[src/rtl/instr_dispatch.sv]
// rtl/instr_dispatch.sv - decodes queued instructions, launches AES/SHA cores, returns completion records
// Optional feature macro: DISPATCH_TIMEOUT_EN (adds TIMEOUT_CYCLES and timeout_err).
module instr_dispatch #(
    parameter int ADDRW   = 8,
    parameter int OPCODEW = 2
`ifdef DISPATCH_TIMEOUT_EN
    ,
    parameter int TIMEOUT_CYCLES = 1024
`endif
) (
    input  logic                       clk,
    input  logic                       rst,
    input  logic                       instr_valid,
    input  logic [2*ADDRW+OPCODEW-1:0] instr,
    output logic                       instr_ack,
    output logic                       aes_rdy,
    output logic                       sha_rdy,
    output logic                       aes_start,
    output logic                       aes_mode,
    output logic [ADDRW-1:0]           aes_key_addr,
    output logic [ADDRW-1:0]           aes_text_addr,
    input  logic                       aes_done,
    output logic                       sha_start,
    output logic [ADDRW-1:0]           sha_text_addr,
    input  logic                       sha_done,
    output logic                       cmpl_valid,
    output logic [OPCODEW-1:0]         cmpl_opcode,
    output logic [ADDRW-1:0]           cmpl_addr,
    input  logic                       cmpl_ready,
    output logic                       err_opcode
`ifdef DISPATCH_TIMEOUT_EN
    ,
    output logic                       timeout_err
`endif
);

    typedef enum logic [1:0] {
        CH_IDLE = 2'd0,
        CH_RUN  = 2'd1,
        CH_DONE = 2'd2
    } ch_state_e;

    localparam logic [OPCODEW-1:0] OP_AES_ENC = OPCODEW'(0);
    localparam logic [OPCODEW-1:0] OP_AES_DEC = OPCODEW'(1);
    localparam logic [OPCODEW-1:0] OP_SHA     = OPCODEW'(2);

    // Instruction fields
    logic [OPCODEW-1:0] dec_op;
    logic [ADDRW-1:0]   dec_key;
    logic [ADDRW-1:0]   dec_text;

    assign dec_op   = instr[2*ADDRW+OPCODEW-1 -: OPCODEW];
    assign dec_key  = instr[2*ADDRW-1 -: ADDRW];
    assign dec_text = instr[ADDRW-1:0];

    // Channel state and latched launch parameters
    ch_state_e          aes_st_q;
    ch_state_e          sha_st_q;
    logic               aes_start_q;
    logic               aes_mode_q;
    logic [OPCODEW-1:0] aes_op_q;
    logic [ADDRW-1:0]   aes_key_q;
    logic [ADDRW-1:0]   aes_text_q;
    logic               sha_start_q;
    logic [ADDRW-1:0]   sha_text_q;

    // Completion register; owner says which channel the held record belongs to
    logic               cmpl_valid_q;
    logic [OPCODEW-1:0] cmpl_opcode_q;
    logic [ADDRW-1:0]   cmpl_addr_q;
    logic               cmpl_own_sha_q;

    logic is_aes_op;
    logic is_sha_op;
    logic is_rsv_op;
    logic aes_acc;
    logic sha_acc;
    logic rsv_acc;
    logic cmpl_hs;
    logic aes_done_vld;
    logic sha_done_vld;

    // Upper opcode bits beyond the 2-bit decode must be zero to match a channel
    assign is_aes_op = (dec_op == OP_AES_ENC) || (dec_op == OP_AES_DEC);
    assign is_sha_op = (dec_op == OP_SHA);
    assign is_rsv_op = !is_aes_op && !is_sha_op;

    // Acceptance: one instruction per cycle, only into an idle target channel
    assign aes_acc = !rst && instr_valid && is_aes_op && (aes_st_q == CH_IDLE);
    assign sha_acc = !rst && instr_valid && is_sha_op && (sha_st_q == CH_IDLE);
    assign rsv_acc = !rst && instr_valid && is_rsv_op;

    assign instr_ack  = aes_acc || sha_acc || rsv_acc;
    assign err_opcode = rsv_acc;

    assign aes_rdy = (aes_st_q == CH_IDLE);
    assign sha_rdy = (sha_st_q == CH_IDLE);

    // A done coinciding with the start pulse cannot come from a real core; drop it
    assign aes_done_vld = aes_done && !aes_start_q;
    assign sha_done_vld = sha_done && !sha_start_q;

    assign cmpl_hs = cmpl_valid_q && cmpl_ready;

    assign aes_start     = aes_start_q;
    assign aes_mode      = aes_mode_q;
    assign aes_key_addr  = aes_key_q;
    assign aes_text_addr = aes_text_q;
    assign sha_start     = sha_start_q;
    assign sha_text_addr = sha_text_q;
    assign cmpl_valid    = cmpl_valid_q;
    assign cmpl_opcode   = cmpl_opcode_q;
    assign cmpl_addr     = cmpl_addr_q;

`ifdef DISPATCH_TIMEOUT_EN
    localparam int             TCW    = $clog2(TIMEOUT_CYCLES) + 1;
    localparam logic [TCW-1:0] T_LAST = TCW'(TIMEOUT_CYCLES - 1);

    logic [TCW-1:0] aes_cnt_q;
    logic [TCW-1:0] sha_cnt_q;
    logic           aes_to_q;
    logic           sha_to_q;
    logic           aes_to_pulse_q;
    logic           sha_to_pulse_q;

    assign timeout_err = aes_to_pulse_q || sha_to_pulse_q;
`endif

    // AES channel FSM: IDLE -> RUN -> DONE -> IDLE, start pulse one cycle after accept
    always_ff @(posedge clk) begin
        if (rst) begin
            aes_st_q       <= CH_IDLE;
            aes_start_q    <= 1'b0;
            aes_mode_q     <= 1'b0;
            aes_op_q       <= '0;
            aes_key_q      <= '0;
            aes_text_q     <= '0;
`ifdef DISPATCH_TIMEOUT_EN
            aes_cnt_q      <= '0;
            aes_to_q       <= 1'b0;
            aes_to_pulse_q <= 1'b0;
`endif
        end else begin
            aes_start_q    <= 1'b0;
`ifdef DISPATCH_TIMEOUT_EN
            aes_to_pulse_q <= 1'b0;
`endif
            case (aes_st_q)
                CH_IDLE: begin
                    if (aes_acc) begin
                        aes_st_q    <= CH_RUN;
                        aes_start_q <= 1'b1;
                        aes_mode_q  <= dec_op[0];
                        aes_op_q    <= dec_op;
                        aes_key_q   <= dec_key;
                        aes_text_q  <= dec_text;
`ifdef DISPATCH_TIMEOUT_EN
                        aes_cnt_q   <= '0;
                        aes_to_q    <= 1'b0;
`endif
                    end
                end
                CH_RUN: begin
                    if (aes_done_vld) begin
                        aes_st_q <= CH_DONE;
`ifdef DISPATCH_TIMEOUT_EN
                    end else if (aes_cnt_q == T_LAST) begin
                        aes_st_q       <= CH_DONE;
                        aes_to_q       <= 1'b1;
                        aes_to_pulse_q <= 1'b1;
                    end else begin
                        aes_cnt_q <= aes_cnt_q + 1'b1;
`endif
                    end
                end
                CH_DONE: begin
                    if (cmpl_hs && !cmpl_own_sha_q) begin
                        aes_st_q <= CH_IDLE;
                    end
                end
                default: aes_st_q <= CH_IDLE;
            endcase
        end
    end

    // SHA channel FSM: same life cycle as AES, single opcode so only the text address is kept
    always_ff @(posedge clk) begin
        if (rst) begin
            sha_st_q       <= CH_IDLE;
            sha_start_q    <= 1'b0;
            sha_text_q     <= '0;
`ifdef DISPATCH_TIMEOUT_EN
            sha_cnt_q      <= '0;
            sha_to_q       <= 1'b0;
            sha_to_pulse_q <= 1'b0;
`endif
        end else begin
            sha_start_q    <= 1'b0;
`ifdef DISPATCH_TIMEOUT_EN
            sha_to_pulse_q <= 1'b0;
`endif
            case (sha_st_q)
                CH_IDLE: begin
                    if (sha_acc) begin
                        sha_st_q    <= CH_RUN;
                        sha_start_q <= 1'b1;
                        sha_text_q  <= dec_text;
`ifdef DISPATCH_TIMEOUT_EN
                        sha_cnt_q   <= '0;
                        sha_to_q    <= 1'b0;
`endif
                    end
                end
                CH_RUN: begin
                    if (sha_done_vld) begin
                        sha_st_q <= CH_DONE;
`ifdef DISPATCH_TIMEOUT_EN
                    end else if (sha_cnt_q == T_LAST) begin
                        sha_st_q       <= CH_DONE;
                        sha_to_q       <= 1'b1;
                        sha_to_pulse_q <= 1'b1;
                    end else begin
                        sha_cnt_q <= sha_cnt_q + 1'b1;
`endif
                    end
                end
                CH_DONE: begin
                    if (cmpl_hs && cmpl_own_sha_q) begin
                        sha_st_q <= CH_IDLE;
                    end
                end
                default: sha_st_q <= CH_IDLE;
            endcase
        end
    end

    // Completion register: load when empty (AES has priority), hold until handshake
    always_ff @(posedge clk) begin
        if (rst) begin
            cmpl_valid_q   <= 1'b0;
            cmpl_opcode_q  <= '0;
            cmpl_addr_q    <= '0;
            cmpl_own_sha_q <= 1'b0;
        end else if (cmpl_hs) begin
            cmpl_valid_q <= 1'b0;
        end else if (!cmpl_valid_q) begin
            if (aes_st_q == CH_DONE) begin
                cmpl_valid_q   <= 1'b1;
                cmpl_opcode_q  <= aes_op_q;
                cmpl_own_sha_q <= 1'b0;
`ifdef DISPATCH_TIMEOUT_EN
                cmpl_addr_q    <= aes_to_q ? '1 : aes_text_q;
`else
                cmpl_addr_q    <= aes_text_q;
`endif
            end else if (sha_st_q == CH_DONE) begin
                cmpl_valid_q   <= 1'b1;
                cmpl_opcode_q  <= OP_SHA;
                cmpl_own_sha_q <= 1'b1;
`ifdef DISPATCH_TIMEOUT_EN
                cmpl_addr_q    <= sha_to_q ? '1 : sha_text_q;
`else
                cmpl_addr_q    <= sha_text_q;
`endif
            end
        end
    end

endmodule

[config.mk]
export PLATFORM = sky130hd
export DESIGN_NAME = instr_dispatch
export DESIGN_NICKNAME = d
export VERILOG_FILES = /design/src/rtl/instr_dispatch.sv
export SDC_FILE = /design/constraint.sdc
export NUM_CORES = 1
export LEC_CHECK = 0
export CAP_MARGIN = 40
export CELL_PAD_IN_SITES_DETAIL_PLACEMENT = 0
export CELL_PAD_IN_SITES_GLOBAL_PLACEMENT = 1
export CORE_MARGIN = 3
export CORE_UTILIZATION = 30
export DETAILED_ROUTE_END_ITERATION = 12
export DONT_BUFFER_PORTS = 1
export HOLD_SLACK_MARGIN = 0.08
export MAX_ROUTING_LAYER = met4
export PLACE_DENSITY = 0.63
export SLEW_MARGIN = 25
export SYNTH_ARGS = -nofsm -noshare
export SYNTH_HDL_FRONTEND = slang
export SYNTH_SLANG_ARGS = --single-unit
[constraint.sdc]
create_clock -name clk -period 3.9 [get_ports clk]
set_clock_uncertainty 0.05 [all_clocks]
set_input_delay 0.39 -clock clk [delete_from_list [all_inputs] [get_ports clk]]
set_output_delay 0.39 -clock clk [all_outputs]
set_load 0.03 [all_outputs]
==> results.json, run 1 <==
{
  "outcome": "complete, no violations",
  "io_pins": 66,
  "yosysTopAreaCell": "dfxtp_1",
  "final_area_sq_um": 2049,
  "fin_hold_ws_ns": 0.1038,
  "relSlewSlack_pct": 48.40,
  "place.gp.congestion": 0.6923,
  "fmax_mhz": 396.0,
  "first_iter_violations": 76,
  "ff2ff_path_depth": 3,
  "htree_levels": 2,
  "drv_cap": 0,
  "clock_latency_ns": 0.30,
  "dieArea_sq_um": 7281,
  "worstHoldPathCells": 1,
  "arrival_ns": 2.09,
  "reg2reg_slack_ns": 1.91,
  "tightest_slew_ns": 0.7730,
  "core_sq_um": 5991,
  "cts.path.max_buffers": 2,
  "via_per_inst": 5.419,
  "finalCriticalPeriod_ns": 2.525,
  "grt_util_met2_pct": 22.46,
  "grt_usage_pct": 14.56,
  "grt_pass1_wl_um": 7941,
  "synthTopCellsByArea": "dfxtp_1 47%, o211ai_1 6.4%, o21ai_0 5.0%, mux2i_1 4.2%, o21ai_1 4.2%",
  "die_x_um": 85.33,
  "initial_utilization_pct": 31.52,
  "leakagePower_nw": 0.8666,
  "placed_area_sq_um": 1932,
  "io_buffers": 0,
  "endpoint": "instr_ack",
  "antenna_cells": 0,
  "die_y_um": 85.33,
  "final_util_pct": 34.21,
  "use_met1_pct": 18.21,
  "grt_max_degree": 26,
  "avgSynthCellArea_sq_um": 9.034,
  "critical_path_class": "reg -> out",
  "required_ns": 3.46,
  "ys_seq_area_share_pct": 46.65,
  "cts-root-buf": "clkbuf_8",
  "cp-end-kind": "output port",
  "busiest_layer": "met2",
  "crit_start": "aes_st_q[1]",
  "synth_edf_count": 0,
  "dp_hpwl_um": 3599,
  "wl_um": 5226,
  "rows": 28,
  "layout_commonest_cell": "dfxtp_1",
  "clock-sinks": 44,
  "worstSetupStartpointType": "flip-flop",
  "ant_nets": 0,
  "area_growth_pct": 8.549,
  "first_pass_iters": 4,
  "finalCritPeriodShare_pct": 64.74,
  "rsz0062_at_grt": "no",
  "drc_errors": 0,
  "first_global_vias": 1438,
  "netlist_instances": 209,
  "synth_area_sq_um": 1888,
  "dpl.cell_count": 269,
  "layout_common_cells": "44 x dfxtp_1, 19 x o21ai_0, 19 x inv_1, 16 x o211ai_1, 16 x o21ai_1",
  "nNetsFinal": 227,
  "met3_usage_pct": 4.660,
  "setup_viol": 0,
  "instances_no_fill": 279,
  "power_density_nw_per_um2": 421.9,
  "r2r_end": "aes_op_q[0]",
  "hold_viol": 0,
  "cts_tree": "built",
  "cts_resized": 0,
  "drv_slew": 0,
  "r2r-start": "aes_st_q[1]",
  "antenna_found_initial": 0,
  "ys.flop_type": "dfxtp_1",
  "synthDistinctLibCells": 36,
  "drive_gt1_share_pct": 6.863,
  "wire_per_inst_um": 18.73,
  "grt_remaining_overflow": 0,
  "hold_class": "in -> reg",
  "cts_buffers": 5,
  "synth_nets": 233,
  "yosysWarnings": 0,
  "route.vias.total": 1512,
  "crit_fanout": 21,
  "setup_tns_ns": 0,
  "async_flop_share_pct": 0,
  "peakVddDrop_mv": 0.2027,
  "cts.hold.buffers_added": 0,
  "synth-seq-cells": 44,
  "fill_cells": 647,
  "post_cts_buffers": 0,
  "clk_pin_slew_ns": 0.08,
  "yosysTopAreaCellShare_pct": 46.65
}
[routing by layer]
layer	share of wire, %	up-vias	wire length (um)
met4	1.3	0	67
met1	44	714	2292
met5	0	-	0
met3	8.4	6	440
li1	-	737	-
met2	46	55	2426
[layout make-up]
class / instances / area [sq um] / area share (%)
Sequential cell: 44 / 880.8 / 42.98
Multi-Input combinational cell: 129 / 854.6 / 41.70
Tap cell: 75 / 93.84 / 4.579
Clock buffer: 6 / 82.58 / 4.029
Inverter: 20 / 75.07 / 3.663
Timing Repair Buffer: 3 / 52.55 / 2.564
Clock inverter: 2 / 10.01 / 0.4884
[how the worst min path moves through the flow]
stage | slack, ns | endpoint | start
5_1_grt | 0.08 | sha_text_addr[2] | rst
6_report | 0.10 | sha_text_addr[0] | rst
4_1_cts | 0.09 | sha_text_addr[2] | rst
3_5_place_dp | 0.42 | sha_text_addr[7] | rst
3_3_place_gp | 0.41 | sha_text_addr[2] | rst
2_1_floorplan | 0.40 | aes_op_q[1] | aes_op_q[1]
[critical path, stage by stage (launching register included)]
cell and delay, ns:
dfxtp_1 0.34, or3_1 0.61, or3_4 0.56, nand2_1 0.28
[power breakdown]
part	total (mW)	switching (mW)	internal (mW)
sequential	0.503	0.0399	0.463
clock	0.299	0.157	0.142
combinational	0.0625	0.0407	0.0217
[synth_stat cells, types with 2 or more instances]
master / count
a21oi_1: 11
a41oi_1: 8
and3b_1: 9
buf_2: 2
buf_6: 2
clkbuf_1: 12
dfxtp_1: 44
inv_1: 19
mux2i_1: 8
nand2_1: 4
nand2b_1: 2
nand3_1: 8
nand3b_1: 2
nor2_1: 4
nor2b_1: 2
o211a_1: 2
o211ai_1: 16
o21ai_0: 19
o21ai_1: 16
or3_1: 3
[through the flow]
step	setup slack, ns	total power [mW]
6_report	1.375	0.8647
4_1_cts	1.347	0.8743
2_1_floorplan	1.857	0.5604
3_3_place_gp	1.599	0.5724
5_1_grt	1.294	0.9077
3_5_place_dp	1.588	0.5758
[kinds of logic (layout without fill, tap and decap cells)]
| kind of cell | Yosys count | in the layout | synth area share (%) |
|---|---|---|---|
| AO/OA/AOI/OAI | 78 | 78 | 25.98 |
| flip-flops | 44 | 44 | 46.65 |
| buffers and inverters | 36 | 31 | 8.084 |
| AND/OR/NAND/NOR | 42 | 42 | 14.25 |
| multiplexers | 9 | 9 | 5.036 |
[sequential cells by signal (all words and copies together) (netlist names)]
register,cells
aes_key_addr,8
aes_op_q,2
aes_st_q,2
aes_start,1
aes_text_addr,8
cmpl_addr,8
cmpl_opcode,2
cmpl_own_sha_q,1
cmpl_valid,1
sha_st_q,2
sha_start,1
sha_text_addr,8
No activity file was read; power rests on OpenSTA's default activity.
==> inputs of run 2 (changes only) <==
--- a/config.mk
+++ b/config.mk
@@ -14,7 +14,7 @@
 export DONT_BUFFER_PORTS = 1
 export HOLD_SLACK_MARGIN = 0.08
 export MAX_ROUTING_LAYER = met4
-export PLACE_DENSITY = 0.63
+export PLACE_DENSITY = 0.65
 export SLEW_MARGIN = 25
 export SYNTH_ARGS = -nofsm -noshare
 export SYNTH_HDL_FRONTEND = slang
==> constraint.sdc (replaced) <==
create_clock -name clk -period 2.2 [get_ports clk]
set_clock_uncertainty 0.05 [all_clocks]
set_input_delay 0.22 -clock clk [delete_from_list [all_inputs] [get_ports clk]]
set_output_delay 0.22 -clock clk [all_outputs]
set_load 0.03 [all_outputs]
==> run 2 against run 1 <==
Clock power increased by 120%. First-iteration DRC count is 41% higher. Combinational power rose by 130%. Die area stayed put. Critical path type unchanged. Worst setup slack lost 1.2 ns. Largest cell class unchanged. Worst hold slack gained 0.030 ns. Wire length grew 0.69%. Register-to-register slack lost 1.6 ns. Via count is 4.0% higher.
==> results.json, run 2 (same netlist as run 1, synthesis figures left out) <==
{
  "dpl.cell_count": 272,
  "area_growth_pct": 20.81,
  "tightest_slew_ns": 0.7547,
  "route.vias.total": 1572,
  "finalCritPeriodShare_pct": 92.25,
  "cp-end-kind": "output port",
  "ant_nets": 0,
  "die_y_um": 85.33,
  "htree_levels": 2,
  "hold_class": "in -> reg",
  "layout_commonest_cell": "dfxtp_1",
  "io_buffers": 0,
  "p_comb_share_pct": 8.5,
  "place.gp.congestion": 0.6768,
  "rows": 28,
  "drv_slew": 0,
  "grt_remaining_overflow": 0,
  "first_iter_violations": 107,
  "setup_viol": 0,
  "cp_top_family": "simple AND/OR/NAND/NOR gates",
  "cts-root-buf": "clkbuf_8",
  "dp_hpwl_um": 3567,
  "first_pass_iters": 4,
  "setup_tns_ns": 0,
  "met3_usage_pct": 4.272,
  "p_sw_mw": 0.4368,
  "clock-sinks": 44,
  "nNetsFinal": 250,
  "drive_gt1_share_pct": 7.489,
  "final.setup.worst_slack_ns": 0.1706,
  "peakVddDrop_mv": 0.4579,
  "instances_no_fill": 302,
  "core_sq_um": 5991,
  "drv_cap": 0,
  "drc_errors": 0,
  "cts_resized": 0,
  "final_util_pct": 38.07,
  "grt_max_degree": 22,
  "cts_tree": "built",
  "use_met1_pct": 19.88,
  "finalCriticalPeriod_ns": 2.029,
  "grt_usage_pct": 15.62,
  "crit_fanout": 21,
  "clock_latency_ns": 0.30,
  "cp_slowest_cell": "or3_4",
  "place_ws_ns": 0.4691,
  "dieArea_sq_um": 7281,
  "clock_power_share_pct": 38.8,
  "cts.path.max_buffers": 2,
  "power_density_nw_per_um2": 741.4,
  "cts.hold.buffers_added": 21,
  "wl_um": 5262,
  "busiest_layer": "met2",
  "worstSetupStartpointType": "flip-flop",
  "slowest_delay_ns": 0.47,
  "grt_util_met2_pct": 23.94,
  "wire_per_inst_um": 17.42,
  "layout_common_cells": "44 x dfxtp_1, 21 x dlygate4sd3_1, 19 x o21ai_0, 19 x inv_1",
  "post_cts_buffers": 0,
  "seqPwrFrac_pct": 52.7,
  "initial_utilization_pct": 31.52,
  "grt_pass1_wl_um": 8590,
  "via_per_inst": 5.205,
  "antenna_found_initial": 0,
  "outcome": "complete, no violations",
  "antenna_cells": 0,
  "die_x_um": 85.33,
  "crit_buf_inv": 0,
  "hold_viol": 0,
  "arrival_ns": 1.76,
  "critical_path.cell_chain": "or3_1, or3_4, nand2_1",
  "critical_path_class": "reg -> out",
  "rsz0062_at_grt": "no",
  "switching_share_pct": 25.83,
  "relSlewSlack_pct": 49.62,
  "fmax_mhz": 492.8,
  "first_global_vias": 1516,
  "leakagePower_nw": 0.9702,
  "required_ns": 1.93,
  "io_pins": 66,
  "power.internal_mw": 1.254,
  "clk_pin_slew_ns": 0.09,
  "cts_buffers": 5
}
==> run 2: layout make-up <==
cell class                      instances  area [sq um]
Clock buffer                            6         82.58
Inverter                               20         75.07
Clock inverter                          2         38.79
Timing Repair Buffer                   26         255.2
Sequential cell                        44         880.8
Multi-Input combinational cell        129         854.6
Fill cell                             618          3710
Tap cell                               75         93.84
==> run 2: final timing paths <==
kind / from / end / slack, ns / depth (start not counted)
setup / recovery: aes_st_q[1] / instr_ack / 0.17 / 3
hold / removal: aes_done / aes_st_q[0] / 0.13 / 3
setup reg to reg: sha_st_q[1] / sha_text_addr[6] / 0.30 / 4
hold reg to reg: aes_op_q[1] / aes_op_q[1] / 0.43 / 1
==> run 2: power by group through the flow <==
| stage | Sequential (mW) | Combinational [mW] | Clock (mW) |
|---|---|---|---|
| 3_5_place_dp | 0.912 | 0.108 | 0 |
| 6_report | 0.891 | 0.143 | 0.657 |
| 2_1_floorplan | 0.901 | 0.0924 | 0 |
| 4_1_cts | 0.893 | 0.143 | 0.681 |
| 3_3_place_gp | 0.911 | 0.107 | 0 |
| 5_1_grt | 0.897 | 0.161 | 0.706 |
==> run 2: per-layer routing <==
metal  vias to the layer above  routed length, um
met5                         -                  0
met4                         0                 75
met3                         7                385
met2                        53               2487
met1                       724               2314
li1                        788                  -
==> run 2: through the flow <==
stage | power [mW] | hold slack [ns] | area (sq um)
floorplan | 0.9934 | 0.3048 | 1888
global placement | 1.019 | 0.2451 | 1934
detailed placement | 1.019 | 0.2464 | 1934
CTS | 1.716 | 0.1260 | 2266
global route | 1.763 | 0.1632 | 2281
finish | 1.691 | 0.1338 | 2281
==> run 2: worst register-to-register path: stages, from the launching register on <==
cell,delay (ns)
dfxtp_1,0.37
or3_1,0.53
o21ai_0,0.20
a21oi_1,0.08
dlygate4sd3_1,0.57
==> inputs of run 3 (changes only) <==
--- a/config.mk
+++ b/config.mk
@@ -6,15 +6,15 @@
 export NUM_CORES = 1
 export LEC_CHECK = 0
 export CAP_MARGIN = 40
-export CELL_PAD_IN_SITES_DETAIL_PLACEMENT = 0
-export CELL_PAD_IN_SITES_GLOBAL_PLACEMENT = 1
+export CELL_PAD_IN_SITES_DETAIL_PLACEMENT = 1
+export CELL_PAD_IN_SITES_GLOBAL_PLACEMENT = 2
 export CORE_MARGIN = 3
 export CORE_UTILIZATION = 30
 export DETAILED_ROUTE_END_ITERATION = 12
 export DONT_BUFFER_PORTS = 1
 export HOLD_SLACK_MARGIN = 0.08
 export MAX_ROUTING_LAYER = met4
-export PLACE_DENSITY = 0.65
+export PLACE_DENSITY = 0.78
 export SLEW_MARGIN = 25
 export SYNTH_ARGS = -nofsm -noshare
 export SYNTH_HDL_FRONTEND = slang
==> run 3 against run 2 <==
Flip-flop and latch count is the same. Power decreased by 1.4%. Worst hold slack gained 0.0012 ns. Non-clock buffer count is the same. Critical path type unchanged. Largest cell class unchanged.
==> results.json, run 3 (same netlist as run 1, synthesis figures left out) <==
{
  "outcome": "complete, no violations",
  "dieArea_sq_um": 7281,
  "cts.path.max_buffers": 2,
  "crit_fanout": 21,
  "io_buffers": 0,
  "relSlewSlack_pct": 47.57,
  "via_per_inst": 5.262,
  "die_x_um": 85.33,
  "tightest_slew_ns": 0.7853,
  "cts-root-buf": "clkbuf_8",
  "critical_path_class": "reg -> out",
  "critical_path.cell_chain": "or3_1, or3_4, nand2_1",
  "clock-sinks": 44,
  "p_sw_mw": 0.4486,
  "grt_pass1_wl_um": 9183,
  "drive_gt1_share_pct": 7.489,
  "seqPwrFrac_pct": 53.5,
  "rsz0062_at_grt": "no",
  "antenna_found_initial": 0,
  "dp_hpwl_um": 3750,
  "cts_tree": "built",
  "grt_max_degree": 22,
  "drv_slew": 0,
  "p_comb_share_pct": 8.7,
  "setup_tns_ns": 0,
  "arrival_ns": 1.78,
  "peakVddDrop_mv": 0.2591,
  "cp-end-kind": "output port",
  "slowest_delay_ns": 0.48,
  "switching_share_pct": 26.90,
  "core_sq_um": 5991,
  "hold_viol": 0,
  "htree_levels": 2,
  "nNetsFinal": 250,
  "finalCriticalPeriod_ns": 2.052,
  "p_total_mw": 1.668,
  "place.gp.congestion": 0.6818,
  "ant_nets": 0,
  "layout_common_cells": "44 x dfxtp_1, 21 x dlygate4sd3_1, 19 x o21ai_0, 19 x inv_1",
  "finalCritPeriodShare_pct": 93.29,
  "required_ns": 1.93,
  "io_pins": 66,
  "clk_pin_slew_ns": 0.09,
  "cts_resized": 0,
  "power.internal_mw": 1.219,
  "cts_buffers": 5,
  "placed_area_sq_um": 1934,
  "wire_per_inst_um": 18.31,
  "clock_power_share_pct": 37.8,
  "power_density_nw_per_um2": 734.3,
  "area_growth_pct": 20.28,
  "clock_latency_ns": 0.30,
  "initial_utilization_pct": 31.52,
  "rows": 28,
  "worstSetupStartpointType": "flip-flop",
  "first_iter_violations": 40,
  "setup_viol": 0,
  "layout_commonest_cell": "dfxtp_1",
  "die_y_um": 85.33,
  "cp_slowest_cell": "or3_4",
  "fin_hold_ws_ns": 0.1350,
  "grt_remaining_overflow": 0,
  "fmax_mhz": 487.3,
  "hold_class": "in -> reg",
  "final_area_sq_um": 2271,
  "antenna_cells": 0,
  "grt_usage_pct": 16.31,
  "post_cts_buffers": 0,
  "drv_cap": 0,
  "first_global_vias": 1696,
  "first_pass_iters": 4,
  "route.vias.total": 1589,
  "drc_errors": 0,
  "wl_um": 5531,
  "leakagePower_nw": 0.9630
}
[run 3: power groups by stage]
stage / logic, mW / registers (mW) / clock network (mW)
after floorplan: 0.0924 / 0.901 / 0
after global placement: 0.109 / 0.911 / 0
after detailed placement: 0.110 / 0.912 / 0
after CTS: 0.146 / 0.893 / 0.648
after global routing: 0.162 / 0.897 / 0.681
final: 0.145 / 0.892 / 0.631
[run 3: final timing paths]
| check | startpoint | endpoint | slack [ns] | cells after the start |
|---|---|---|---|---|
| max | aes_st_q[1] | instr_ack | 0.15 | 3 |
| min | instr[16] | sha_text_addr[5] | 0.14 | 3 |
| min reg2reg | aes_op_q[1] | aes_op_q[1] | 0.43 | 1 |
| max reg2reg | sha_st_q[1] | sha_text_addr[7] | 0.28 | 4 |
[run 3: per-stage QoR]
step	setup slack, ns	cells	utilization (%)
finish	0.1477	302	37.91
global route	0.07498	302	37.91
CTS	0.1311	301	37.66
detailed placement	0.4522	272	32.29
global placement	0.4969	272	32.29
floorplan	0.4331	209	-
[run 3: worst max-delay path, delay by kind of cell (launching register included)]
kind	cells	cell delay, ns
simple gates	3	1.13
flops	1	0.34
[run 3: final cells by class]
| type | instances | area, sq um |
|---|---|---|
| clock buffer | 5 | 68.82 |
| sequential | 44 | 880.8 |
| tap | 75 | 93.84 |
| timing repair buffer | 26 | 255.2 |
| multi-input combinational | 129 | 854.6 |
| clock inverter | 3 | 42.54 |
| fill | 688 | 3720 |
| inverter | 20 | 75.07 |
[run 3: per-layer routing]
metal | GRT usage, % | up-vias | routed length [um] | share of wire [%]
li1 | - | 786 | - | -
met1 | 20.31 | 758 | 2445 | 44
met2 | 25.99 | 37 | 2671 | 48
met3 | 4.854 | 8 | 354 | 6.4
met4 | 3.885 | 0 | 59 | 1.1
met5 | - | - | 0 | 0
[run 3: repair_timing]
action	CTS	global route
hold buffers	21	0
endpoints found under the hold margin	30	0
endpoints found under the setup margin	0	0
